===== src/rtl/elevator_pkg.sv =====
// rtl/elevator_pkg.sv - shared encodings, state enum and default sizing for the elevator car controller
package elevator_pkg;

    localparam int DEFAULT_LEVELS        = 8;
    localparam int DEFAULT_LEVEL_W       = 3;
    localparam int DEFAULT_TRAVEL_CYCLES = 4;
    localparam int DEFAULT_DOOR_CYCLES   = 6;

    typedef enum logic [1:0] {
        DIR_IDLE = 2'b00,
        DIR_UP   = 2'b01,
        DIR_DOWN = 2'b10
    } dir_e;

    typedef enum logic [1:0] {
        IDLE,
        MOVING,
        DOOR_OPEN
    } state_e;

    function automatic dir_e reverse_dir(input dir_e d);
        return (d == DIR_UP) ? DIR_DOWN : DIR_UP;
    endfunction

endpackage


===== src/rtl/elevator_scheduler_if.sv =====
// rtl/elevator_scheduler_if.sv - call vectors from the buttons block and the clear pulses returned to it
interface elevator_scheduler_if
    import elevator_pkg::*;
#(
    parameter int LEVELS = DEFAULT_LEVELS
);
    logic [LEVELS-1:0] active_in_levels;
    logic [LEVELS-1:0] active_out_up_levels;
    logic [LEVELS-1:0] active_out_down_levels;
    logic [LEVELS-1:0] inactivate_in_levels;
    logic [LEVELS-1:0] inactivate_out_up_levels;
    logic [LEVELS-1:0] inactivate_out_down_levels;

    modport master (
        output active_in_levels,
        output active_out_up_levels,
        output active_out_down_levels,
        input  inactivate_in_levels,
        input  inactivate_out_up_levels,
        input  inactivate_out_down_levels
    );

    modport slave (
        input  active_in_levels,
        input  active_out_up_levels,
        input  active_out_down_levels,
        output inactivate_in_levels,
        output inactivate_out_up_levels,
        output inactivate_out_down_levels
    );
endinterface


===== src/rtl/level_request_scan.sv =====
// rtl/level_request_scan.sv - classifies pending requests as at, above or below a given floor
module level_request_scan
    import elevator_pkg::*;
#(
    parameter int LEVELS  = DEFAULT_LEVELS,
    parameter int LEVEL_W = DEFAULT_LEVEL_W
) (
    input  logic [LEVELS-1:0]  req,
    input  logic [LEVEL_W-1:0] level,
    output logic               req_here,
    output logic               req_above,
    output logic               req_below
);

    always_comb begin
        req_here  = 1'b0;
        req_above = 1'b0;
        req_below = 1'b0;
        for (int i = 0; i < LEVELS; i++) begin
            if (req[i]) begin
                if (i == int'(level)) begin
                    req_here = 1'b1;
                end else if (i > int'(level)) begin
                    req_above = 1'b1;
                end else begin
                    req_below = 1'b1;
                end
            end
        end
    end

endmodule


===== src/rtl/elevator_scheduler.sv =====
// rtl/elevator_scheduler.sv - directional-sweep car controller: motion, door dwell and call clearing
module elevator_scheduler
    import elevator_pkg::*;
#(
    parameter int LEVELS        = DEFAULT_LEVELS,
    parameter int LEVEL_W       = DEFAULT_LEVEL_W,
    parameter int TRAVEL_CYCLES = DEFAULT_TRAVEL_CYCLES,
    parameter int DOOR_CYCLES   = DEFAULT_DOOR_CYCLES
) (
    input  logic                clk,
    input  logic                reset,
    elevator_scheduler_if.slave calls,
    output logic [LEVEL_W-1:0]  current_level,
    output logic [1:0]          direction,
    output logic                moving,
    output logic                door_open
);

    localparam int TCNT_W = (TRAVEL_CYCLES > 1) ? $clog2(TRAVEL_CYCLES) : 1;
    localparam int DCNT_W = (DOOR_CYCLES > 1) ? $clog2(DOOR_CYCLES) : 1;
    localparam logic [TCNT_W-1:0]  TRAVEL_LAST = TCNT_W'(TRAVEL_CYCLES - 1);
    localparam logic [DCNT_W-1:0]  DOOR_LAST   = DCNT_W'(DOOR_CYCLES - 1);
    localparam logic [LEVEL_W-1:0] TOP_LEVEL   = LEVEL_W'(LEVELS - 1);

    state_e             state_q, state_d;
    dir_e               dir_q, dir_d;
    dir_e               last_dir_q, last_dir_d;
    logic [LEVEL_W-1:0] level_q, level_d;
    logic [TCNT_W-1:0]  travel_q, travel_d;
    logic [DCNT_W-1:0]  door_q, door_d;
    logic [LEVELS-1:0]  clr_in_q, clr_in_d;
    logic [LEVELS-1:0]  clr_up_q, clr_up_d;
    logic [LEVELS-1:0]  clr_dn_q, clr_dn_d;

    logic [LEVELS-1:0]  in_m, up_m, dn_m, req;
    logic [LEVELS-1:0]  lvl_mask, next_mask, same_m, opp_m;
    logic [LEVEL_W-1:0] next_level;
    logic               here_c, above_c, below_c;
    logic               here_n, above_n, below_n;
    logic               going_up, stop_c, ahead_c, behind_c;
    logic               fresh_here, opp_here;
    dir_e               rev_dir;

    // Bits already being pulsed this cycle are hidden so a call is never cleared twice.
    assign in_m = calls.active_in_levels       & ~clr_in_q;
    assign up_m = calls.active_out_up_levels   & ~clr_up_q;
    assign dn_m = calls.active_out_down_levels & ~clr_dn_q;
    assign req  = in_m | up_m | dn_m;

    assign going_up = (dir_q == DIR_UP);

    always_comb begin
        next_level = level_q;
        if (going_up) begin
            if (level_q != TOP_LEVEL) next_level = level_q + 1'b1;
        end else begin
            if (level_q != '0) next_level = level_q - 1'b1;
        end
    end

    assign lvl_mask  = LEVELS'(1) << level_q;
    assign next_mask = LEVELS'(1) << next_level;

    level_request_scan #(.LEVELS(LEVELS), .LEVEL_W(LEVEL_W)) u_scan_here (
        .req       (req),
        .level     (level_q),
        .req_here  (here_c),
        .req_above (above_c),
        .req_below (below_c)
    );

    level_request_scan #(.LEVELS(LEVELS), .LEVEL_W(LEVEL_W)) u_scan_next (
        .req       (req),
        .level     (next_level),
        .req_here  (here_n),
        .req_above (above_n),
        .req_below (below_n)
    );

    // An opposite-direction hall call only stops the car when it is the last thing ahead.
    always_comb begin
        if (going_up) begin
            stop_c = (next_level == TOP_LEVEL) ||
                     (here_n && (|((in_m | up_m) & next_mask) ||
                                 (|(dn_m & next_mask) && !above_n)));
        end else begin
            stop_c = (next_level == '0) ||
                     (here_n && (|((in_m | dn_m) & next_mask) ||
                                 (|(up_m & next_mask) && !below_n)));
        end
    end

    assign ahead_c    = (last_dir_q == DIR_UP) ? above_c : below_c;
    assign behind_c   = (last_dir_q == DIR_UP) ? below_c : above_c;
    assign same_m     = (last_dir_q == DIR_UP) ? up_m : dn_m;
    assign opp_m      = (last_dir_q == DIR_UP) ? dn_m : up_m;
    assign fresh_here = |((in_m | same_m) & lvl_mask);
    assign opp_here   = |(opp_m & lvl_mask);
    assign rev_dir    = reverse_dir(last_dir_q);

    always_comb begin
        state_d    = state_q;
        dir_d      = dir_q;
        last_dir_d = last_dir_q;
        level_d    = level_q;
        travel_d   = travel_q;
        door_d     = door_q;
        clr_in_d   = '0;
        clr_up_d   = '0;
        clr_dn_d   = '0;

        case (state_q)
            IDLE: begin
                travel_d = '0;
                door_d   = '0;
                if (here_c) begin
                    state_d  = DOOR_OPEN;
                    dir_d    = DIR_IDLE;
                    clr_in_d = in_m & lvl_mask;
                    clr_up_d = up_m & lvl_mask;
                    clr_dn_d = dn_m & lvl_mask;
                end else if (above_c && below_c) begin
                    state_d = MOVING;
                    dir_d   = last_dir_q;
                end else if (above_c) begin
                    state_d    = MOVING;
                    dir_d      = DIR_UP;
                    last_dir_d = DIR_UP;
                end else if (below_c) begin
                    state_d    = MOVING;
                    dir_d      = DIR_DOWN;
                    last_dir_d = DIR_DOWN;
                end else begin
                    dir_d = DIR_IDLE;
                end
            end

            MOVING: begin
                if (travel_q != TRAVEL_LAST) begin
                    travel_d = travel_q + 1'b1;
                end else begin
                    travel_d = '0;
                    level_d  = next_level;
                    if (req == '0) begin
                        state_d = IDLE;
                        dir_d   = DIR_IDLE;
                    end else if (stop_c) begin
                        state_d  = DOOR_OPEN;
                        door_d   = '0;
                        clr_in_d = in_m & next_mask;
                        if (going_up) begin
                            clr_up_d = up_m & next_mask;
                            clr_dn_d = above_n ? '0 : (dn_m & next_mask);
                        end else begin
                            clr_dn_d = dn_m & next_mask;
                            clr_up_d = below_n ? '0 : (up_m & next_mask);
                        end
                    end
                end
            end

            DOOR_OPEN: begin
                door_d = door_q + 1'b1;
                if (fresh_here) begin
                    // A late call at this floor is served by holding the door open longer.
                    door_d   = '0;
                    clr_in_d = in_m & lvl_mask;
                    if (last_dir_q == DIR_UP) clr_up_d = up_m & lvl_mask;
                    else                      clr_dn_d = dn_m & lvl_mask;
                end else if (door_q == DOOR_LAST) begin
                    door_d = '0;
                    if (ahead_c) begin
                        state_d = MOVING;
                        dir_d   = last_dir_q;
                    end else if (behind_c) begin
                        state_d    = MOVING;
                        dir_d      = rev_dir;
                        last_dir_d = rev_dir;
                    end else if (opp_here) begin
                        dir_d      = rev_dir;
                        last_dir_d = rev_dir;
                        if (last_dir_q == DIR_UP) clr_dn_d = dn_m & lvl_mask;
                        else                      clr_up_d = up_m & lvl_mask;
                    end else begin
                        state_d = IDLE;
                        dir_d   = DIR_IDLE;
                    end
                end
            end

            default: begin
                state_d = IDLE;
                dir_d   = DIR_IDLE;
            end
        endcase
    end

    always_ff @(posedge clk or negedge reset) begin
        if (!reset) begin
            state_q    <= IDLE;
            dir_q      <= DIR_IDLE;
            last_dir_q <= DIR_UP;
            level_q    <= '0;
            travel_q   <= '0;
            door_q     <= '0;
            clr_in_q   <= '0;
            clr_up_q   <= '0;
            clr_dn_q   <= '0;
        end else begin
            state_q    <= state_d;
            dir_q      <= dir_d;
            last_dir_q <= last_dir_d;
            level_q    <= level_d;
            travel_q   <= travel_d;
            door_q     <= door_d;
            clr_in_q   <= clr_in_d;
            clr_up_q   <= clr_up_d;
            clr_dn_q   <= clr_dn_d;
        end
    end

    assign current_level                    = level_q;
    assign direction                        = dir_q;
    assign moving                           = (state_q == MOVING);
    assign door_open                        = (state_q == DOOR_OPEN);
    assign calls.inactivate_in_levels       = clr_in_q;
    assign calls.inactivate_out_up_levels   = clr_up_q;
    assign calls.inactivate_out_down_levels = clr_dn_q;

endmodule


===== src/flat_wrapper.sv =====
// flat-port wrapper written by rule: the top's interface ports become plain ports
module elevator_scheduler_flat import elevator_pkg::*;
#(
    parameter int LEVELS        = DEFAULT_LEVELS,
    parameter int LEVEL_W       = DEFAULT_LEVEL_W,
    parameter int TRAVEL_CYCLES = DEFAULT_TRAVEL_CYCLES,
    parameter int DOOR_CYCLES   = DEFAULT_DOOR_CYCLES
)
  (clk, reset, current_level, direction, moving, door_open, calls_active_in_levels, calls_active_out_up_levels, calls_active_out_down_levels, calls_inactivate_in_levels, calls_inactivate_out_up_levels, calls_inactivate_out_down_levels);
  elevator_scheduler_if #(.LEVELS(LEVELS)) calls_i ();
  input  logic clk;
  input  logic reset;
  output logic [LEVEL_W-1:0] current_level;
  output logic [1:0] direction;
  output logic moving;
  output logic door_open;
  input wire logic [$bits(calls_i.active_in_levels)-1:0] calls_active_in_levels;
  input wire logic [$bits(calls_i.active_out_up_levels)-1:0] calls_active_out_up_levels;
  input wire logic [$bits(calls_i.active_out_down_levels)-1:0] calls_active_out_down_levels;
  output wire logic [$bits(calls_i.inactivate_in_levels)-1:0] calls_inactivate_in_levels;
  output wire logic [$bits(calls_i.inactivate_out_up_levels)-1:0] calls_inactivate_out_up_levels;
  output wire logic [$bits(calls_i.inactivate_out_down_levels)-1:0] calls_inactivate_out_down_levels;
  assign calls_i.active_in_levels = calls_active_in_levels;
  assign calls_i.active_out_up_levels = calls_active_out_up_levels;
  assign calls_i.active_out_down_levels = calls_active_out_down_levels;
  assign calls_inactivate_in_levels = calls_i.inactivate_in_levels;
  assign calls_inactivate_out_up_levels = calls_i.inactivate_out_up_levels;
  assign calls_inactivate_out_down_levels = calls_i.inactivate_out_down_levels;
  elevator_scheduler #(.LEVELS(LEVELS), .LEVEL_W(LEVEL_W), .TRAVEL_CYCLES(TRAVEL_CYCLES), .DOOR_CYCLES(DOOR_CYCLES)) u_core (.clk(clk), .reset(reset), .calls(calls_i), .current_level(current_level), .direction(direction), .moving(moving), .door_open(door_open));
endmodule

===== config.mk =====
export PLATFORM = sky130hd
export DESIGN_NAME = elevator_scheduler_flat
export DESIGN_NICKNAME = d
export VERILOG_FILES = /design/src/rtl/elevator_pkg.sv /design/src/rtl/elevator_scheduler_if.sv /design/src/rtl/level_request_scan.sv /design/src/rtl/elevator_scheduler.sv /design/src/flat_wrapper.sv
export SDC_FILE = /design/constraint.sdc
export NUM_CORES = 1
export LEC_CHECK = 0
export ABC_CLOCK_PERIOD_IN_PS = 4040
export BUFFER_PORTS_ARGS = -buffer_cell sky130_fd_sc_hd__buf_2
export CORE_ASPECT_RATIO = 0.5
export CORE_UTILIZATION = 40
export DETAILED_ROUTE_END_ITERATION = 7
export GPL_TIMING_DRIVEN = 0
export PLACE_DENSITY_LB_ADDON = 0.3
export SYNTH_ARGS = -nofsm -noshare
export SYNTH_HDL_FRONTEND = slang
export SYNTH_HIERARCHICAL = 1
export SYNTH_SLANG_ARGS = --single-unit

===== constraint.sdc =====
create_clock -name clk -period 4.04 [get_ports clk]
set_clock_uncertainty 0.1 [all_clocks]
set_input_delay 0.808 -clock clk [delete_from_list [all_inputs] [get_ports clk]]
set_output_delay 0.808 -clock clk [all_outputs]
set_load 0.02 [all_outputs]

==> results.md, run 1 <==
* Status: complete, no violations
* Maximum capacitance violations at 0
* Io pins at 57
* Post-Synthesis Net Count at 457
* Placer Congestion at 0.972
* Total negative slack at 0 ps
* Gr ovfl total at 0
* Die W at 134 um
* DRC errors left at 0
* Syn Inst Count at 424
* Origin of the critical flop-to-flop path: u_core/current_level[1]
* Sequential area share after synthesis at 27.4%
* Number of global-route vias before repair at 3348
* WP data required at 4150 ps
* CP Capture Type: flip-flop
* DPL Wire Length at 8220 um
* CTS tree: yes
* # diodes at 0
* Mean cell area of the mapped netlist at 8.21 sq um
* Worst Path Arrival at 4060 ps
* Bufs on Longest Clock Path at 2
* Initial antenna violation count at 0
* Initial core utilization at 42.4%
* Crit Reg-Reg Endpoint: u_core/calls.inactivate_out_up_levels[7]
* Max H-tree Level at 2
* Area contributors post-synth: dfrtp_1, nor2_1, nand2b_1, nand2_1, a31oi_1
* Cells along the critical path: buf_6 > ha_4 > nand2_2 > mux2i_2 > xnor2_2 > inv_2 > buf_6 > a21o_1 > a2111oi_1 > o22ai_1 > buf_4 > a221oi_2 > a31oi_1 > nor2b_1
* First-pass GRT wire length at 17500 um
* Number of buffers and inverters on the critical path at 4
* Hold_sp: u_core/last_dir_q[0]
* Synth Cell Area at 3480 sq um
* CTS clk-pin slew, worst paths at 60 ps
* CTS Sinks at 38
* Number of buffers created by CTS at 5
* Ys async rst share at 100%
* Synth Flop Type: dfrtp_1
* CP max FO at 14
* Fin crit share at 97.9%
* Min-Delay Endpoint: u_core/last_dir_q[0]
* PortBufs at 56
* Nets at 542
* Total track usage at 25.3%
* Area of the core at 8200 sq um
* Max Slew Vio Count at 0
* Largest net degree at the start of global routing at 39
* Critical Path Max Stage Delay at 1010 ps
* Hold Path Stages at 2
* Vias/cell at 6.02
* Hold Fails Final Rpt at 0
* Max stage delay cell, worst path: a221oi_2
* Vias at 3745
* Crit start category: flip-flop
* Hold_buf cts at 0
* Ys Warns at 6
* Cell taking the most area after synthesis: dfrtp_1
* 1st-iter DRT viols at 395
* FF-to-FF path depth at 14
* Max Clk Rate at 253 MHz
* Normalized max-slew margin at 7.33%
* Row count at 23
* Most frequent CP cell: buf_6
* Hold WC Path Type: flip-flop to flip-flop
* First-pass DRT Iterations at 5
* Post-Route WL at 11500 um
* Min Tclk post-route at 3950 ps
* Final ANT Viol Nets at 0
* Yosys reg bits at 38
* Cell family with most CP delay: compound AO/OA/AOI/OAI gates
* Worst R2R Setup Slack at 90 ps
* Share of post-route cells with drive strength above 1 at 29.4%
* Full die area at 9100 sq um
* Commonest non-fill, non-tap cell in the layout: nor2_1
* Least-Margin Pin Slew at 1390 ps
* Chip height at 68.0 um
* Worst setup path class: flip-flop to flip-flop
* P&R area growth vs syn at 26.5%
* Final Setup Violations at 0
* Post-synth EDFFs at 0
* Cell variety after synth at 72
* Worst-Skew Late Latency at 290 ps
* RSZ-0062 raised after global routing: yes
* Post-synth top area share at 26.6%
* Crit path depth at 14
* Root buffer cell: clkbuf_16
* Wire length per cell at 18.5 um
* Most frequent cells in the layout: nor2_1, buf_2, nand2_1, dfrtp_1, nand2b_1
-- stage by stage --
step | cells | hold slack [ps] | area [sq um] | setup slack, ps | util (%)
final | 622 | 411 | 4400 | 86.4 | 53.7
after global routing | 622 | 449 | 4400 | -34.6 | 53.7
after CTS | 608 | 413 | 4180 | 1.80 | 50.9
after detailed placement | 592 | 402 | 3920 | -521 | 47.8
after global placement | 592 | 397 | 3920 | -483 | 47.8
after floorplan | 424 | 377 | 3500 | -105 | -
-- cell families after synthesis --
logic type,synth area share (%)
AO/OA/AOI/OAI,26.7
XOR/XNOR,0.468
adder cells (fa/ha/maj),2.52
buffers and inverters,5.43
flip-flops,27.4
multiplexers,8.27
AND/OR/NAND/NOR,29.3
-- cell type report --
class / instances / area (sq um)
buffer: 15 / 126
clock buffer: 6 / 139
clock inverter: 2 / 12.5
fill: 770 / 3800
inverter: 17 / 66.3
multi-input combinational: 353 / 2480
sequential: 38 / 955
tap: 112 / 140
timing repair buffer: 79 / 487
-- routing by layer --
metal	global-route usage [%]	routed length, um	vias to the layer above
li1	-	-	1745
met2	38.7	4840	208
met5	0	0	-
met3	7.63	1260	16
met1	35.1	5270	1776
met4	5.82	109	0
-- synthesized netlist by cell type, drive strengths merged, types with 3 or more instances --
library cell   n
dfrtp         37
inv           16
mux2           8
buf           10
o21ai         23
nor2b         17
o2bb2ai        3
a21oi         21
o32ai          7
a21o           3
nor3          15
ha             7
a211oi         6
o211ai         7
nor3b          8
o22ai          4
o2111ai        3
clkbuf         6
nor2          59
and3b          7
nand2b        28
or3            3
a2111oi        3
nand2         38
o21a           3
nor4           4
a221oi         3
o31ai          4
mux2i         10
a31oi         20
mux4           4
nand3         10
-- flip-flops by register name, summed over array words and instances, names as in the netlist --
register	cells
u_core/calls.inactivate_in_levels	8
u_core/calls.inactivate_out_down_levels	8
u_core/calls.inactivate_out_up_levels	8
u_core/current_level	3
u_core/door_q	3
u_core/direction	2
u_core/last_dir_q	2
u_core/state_q	2
u_core/travel_q	2
-- tightest hold or removal path, stage by stage (launching register included) --
cell and delay (ps):
dfstp_2 370, inv_1 70, mux2i_1 70
-- worst max path at each step --
| stage | from | end | slack (ps) |
|---|---|---|---|
| after floorplan | u_core/current_level[1] | u_core/calls.inactivate_in_levels[0] | -110 |
| after global placement | u_core/current_level[1] | u_core/calls.inactivate_in_levels[0] | -480 |
| after detailed placement | u_core/current_level[1] | u_core/calls.inactivate_in_levels[0] | -520 |
| after CTS | u_core/current_level[1] | u_core/calls.inactivate_out_up_levels[4] | 2 |
| after global routing | u_core/current_level[1] | u_core/calls.inactivate_in_levels[6] | -30 |
| final | u_core/current_level[1] | u_core/calls.inactivate_out_up_levels[7] | 90 |
-- repair_timing --
action / 4_1_cts / 5_1_grt
hold endpoints to repair: 0 / 0
resized for setup: 6 / 17
buffers inserted: 8 / 14
gates cloned: 0 / 1
endpoints found under the setup margin: 29 / 29
pin swaps: 4 / 9
Power of run 1 is left out: the tool's default activity adds up to more than one toggle a clock period on the data nets, which glitch-free logic cannot reach.
==> inputs of run 2 (changes only) <==
--- a/config.mk
+++ b/config.mk
@@ -7,8 +7,10 @@
 export LEC_CHECK = 0
 export ABC_CLOCK_PERIOD_IN_PS = 4040
 export BUFFER_PORTS_ARGS = -buffer_cell sky130_fd_sc_hd__buf_2
+export CELL_PAD_IN_SITES_DETAIL_PLACEMENT = 1
+export CELL_PAD_IN_SITES_GLOBAL_PLACEMENT = 1
 export CORE_ASPECT_RATIO = 0.5
-export CORE_UTILIZATION = 40
+export CORE_UTILIZATION = 39
 export DETAILED_ROUTE_END_ITERATION = 7
 export GPL_TIMING_DRIVEN = 0
 export PLACE_DENSITY_LB_ADDON = 0.3
==> run 2 against run 1 <==
- first-iteration DRC count shrank 13%
- non-clock buffer count shrank 5
- maximum frequency shrank 1.4%
- largest cell class unchanged
- clock-buffer cell count is the same
- critical endpoint is now u_core/calls.inactivate_out_down_levels[2]
==> results.md, run 2 (same netlist as run 1, synthesis figures left out) <==
* Status: complete, no violations
* Commonest non-fill, non-tap cell in the layout: nor2_1
* Most frequent CP cell: inv_4
* Post-layout instance count excluding filler cells at 617
* WP data required at 4090 ps
* Min Tclk post-route at 4010 ps
* Placed cells at 592
* Root buffer cell: clkbuf_16
* Number of buffers created by CTS at 5
* Max stage delay cell, worst path: mux4_2
* First-pass DRT Iterations at 5
* Vias/cell at 6.22
* 1st-iter DRT viols at 344
* Worst Path Arrival at 4060 ps
* Least-Margin Pin Slew at 1370 ps
* Cells along the critical path: inv_4 > ha_4 > or2_4 > o31ai_4 > nor2_4 > inv_2 > buf_8 > mux4_2 > mux2_4 > inv_4 > o21ai_1 > or3b_4 > a2111oi_4 > a221oi_2 > buf_6 > buf_12 > nand3_4 > o32ai_1
* CP max FO at 8
* Busiest grt layer: met2
* DRC errors left at 0
* Full die area at 9330 sq um
* Fillers at 1034
* Met1 Use GR at 40.5%
* Maximum capacitance violations at 0
* First-pass GRT wire length at 20700 um
* Vias at 3838
* CTS Sinks at 38
* Worst R2R Setup Slack at 30 ps
* Hold Fails Final Rpt at 0
* Met2 Use GR at 47.3%
* Initial antenna violation count at 0
* RSZ-0062 raised after global routing: yes
* Design Area, Final at 4390 sq um
* Number of buffers and inverters on the critical path at 6
* Dpl cell area at 3920 sq um
* Max Slew Vio Count at 0
* Final ANT Viol Nets at 0
* Area of the core at 8320 sq um
* DPL Wire Length at 9590 um
* Nets at 537
* Post-Route WL at 13500 um
* Max Clk Rate at 249 MHz
* CTS clk-pin slew, worst paths at 60 ps
* Chip height at 68.8 um
* Final Setup Violations at 0
* Cell family with most CP delay: compound AO/OA/AOI/OAI gates
* P&R area growth vs syn at 26.1%
* Crit start category: flip-flop
* Row count at 23
* Wire length per cell at 21.9 um
* Die W at 136 um
* Max H-tree Level at 2
* Placer Congestion at 0.918
* Final core utilization at 52.7%
* Critical Path Max Stage Delay at 480 ps
* Number of global-route vias before repair at 3669
* Gr ovfl total at 0
* Worst setup path class: flip-flop to flip-flop
* Share of post-route cells with drive strength above 1 at 28.3%
* Normalized max-slew margin at 8.61%
* CTS tree: yes
* Most frequent cells in the layout: nor2_1, buf_2, nand2_1, dfrtp_1, nand2b_1
* Worst-Skew Late Latency at 290 ps
* # diodes at 0
* Io pins at 57
* M3 GR Usage at 8.26%
* Initial core utilization at 41.8%
* Bufs on Longest Clock Path at 2
* Final Hold Slack at 410 ps
* PortBufs at 56
* CP Capture Type: flip-flop
* Largest net degree at the start of global routing at 39
* Fin crit share at 99.2%
* Total track usage at 30.0%
* Hold WC Path Type: flip-flop to flip-flop
## run 2: cell types whose count changed in the layout (fill, tap and decap cells not counted), sizes merged
cell	before	now
clkinv	2	1
bufinv	0	1
clkbuf	13	12
buf	87	83
## run 2: per-stage QoR
step | worst slack (ps) | TNS (ps)
2_1_floorplan | -105 | -869
3_3_place_gp | -504 | -11510
3_5_place_dp | -536 | -12510
4_1_cts | 37.2 | 0
5_1_grt | -35.8 | -158
6_report | 31.6 | 0
## run 2: final timing paths
path | from | endpoint | cells past startpoint
setup / recovery | u_core/current_level[1] | u_core/calls.inactivate_out_down_levels[2] | 18
hold / removal | u_core/last_dir_q[0] | u_core/last_dir_q[0] | 2
setup reg to reg | u_core/current_level[1] | u_core/calls.inactivate_out_down_levels[2] | 18
hold reg to reg | u_core/last_dir_q[0] | u_core/last_dir_q[0] | 2
max in group asynchronous | reset | u_core/current_level[0] | 1
min in group asynchronous | reset | u_core/door_q[0] | 1
## run 2: what timing repair did
action | in CTS | in global routing
setup endpoints to repair | 29 | 23
pin swaps | 6 | 7
endpoints found under the hold margin | 0 | 0
resized for setup | 15 | 15
gates cloned | 1 | 0
buffers inserted | 12 | 6
hold buffers | 0 | 0
## run 2: final cells by class
type	instances	area, sq um	share of cell area (%)
well taps	112	140	3.19
flip-flops and latches	38	955	21.8
plain buffers	14	111	2.54
clock buffers	6	129	2.94
repair buffers	75	467	10.6
multi-input cells	353	2480	56.4
clock inverters	2	37.5	0.856
inverters	17	71.3	1.63
## run 2: tightest hold or removal path, delay by kind of cell, from the launching register on
kind	cells	cell delay (ps)
buf+inv	1	60
flops	1	370
mux	1	70
## run 2: layer usage
layer / vias to the layer above / share of wire, % / wire, um
met3: 14 / 9.4 / 1270
met1: 1910 / 44 / 6020
met2: 185 / 45 / 6040
li1: 1729 / - / -
met5: - / 0 / 0
met4: 0 / 1.6 / 210
Power of run 2 is left out for the same reason.
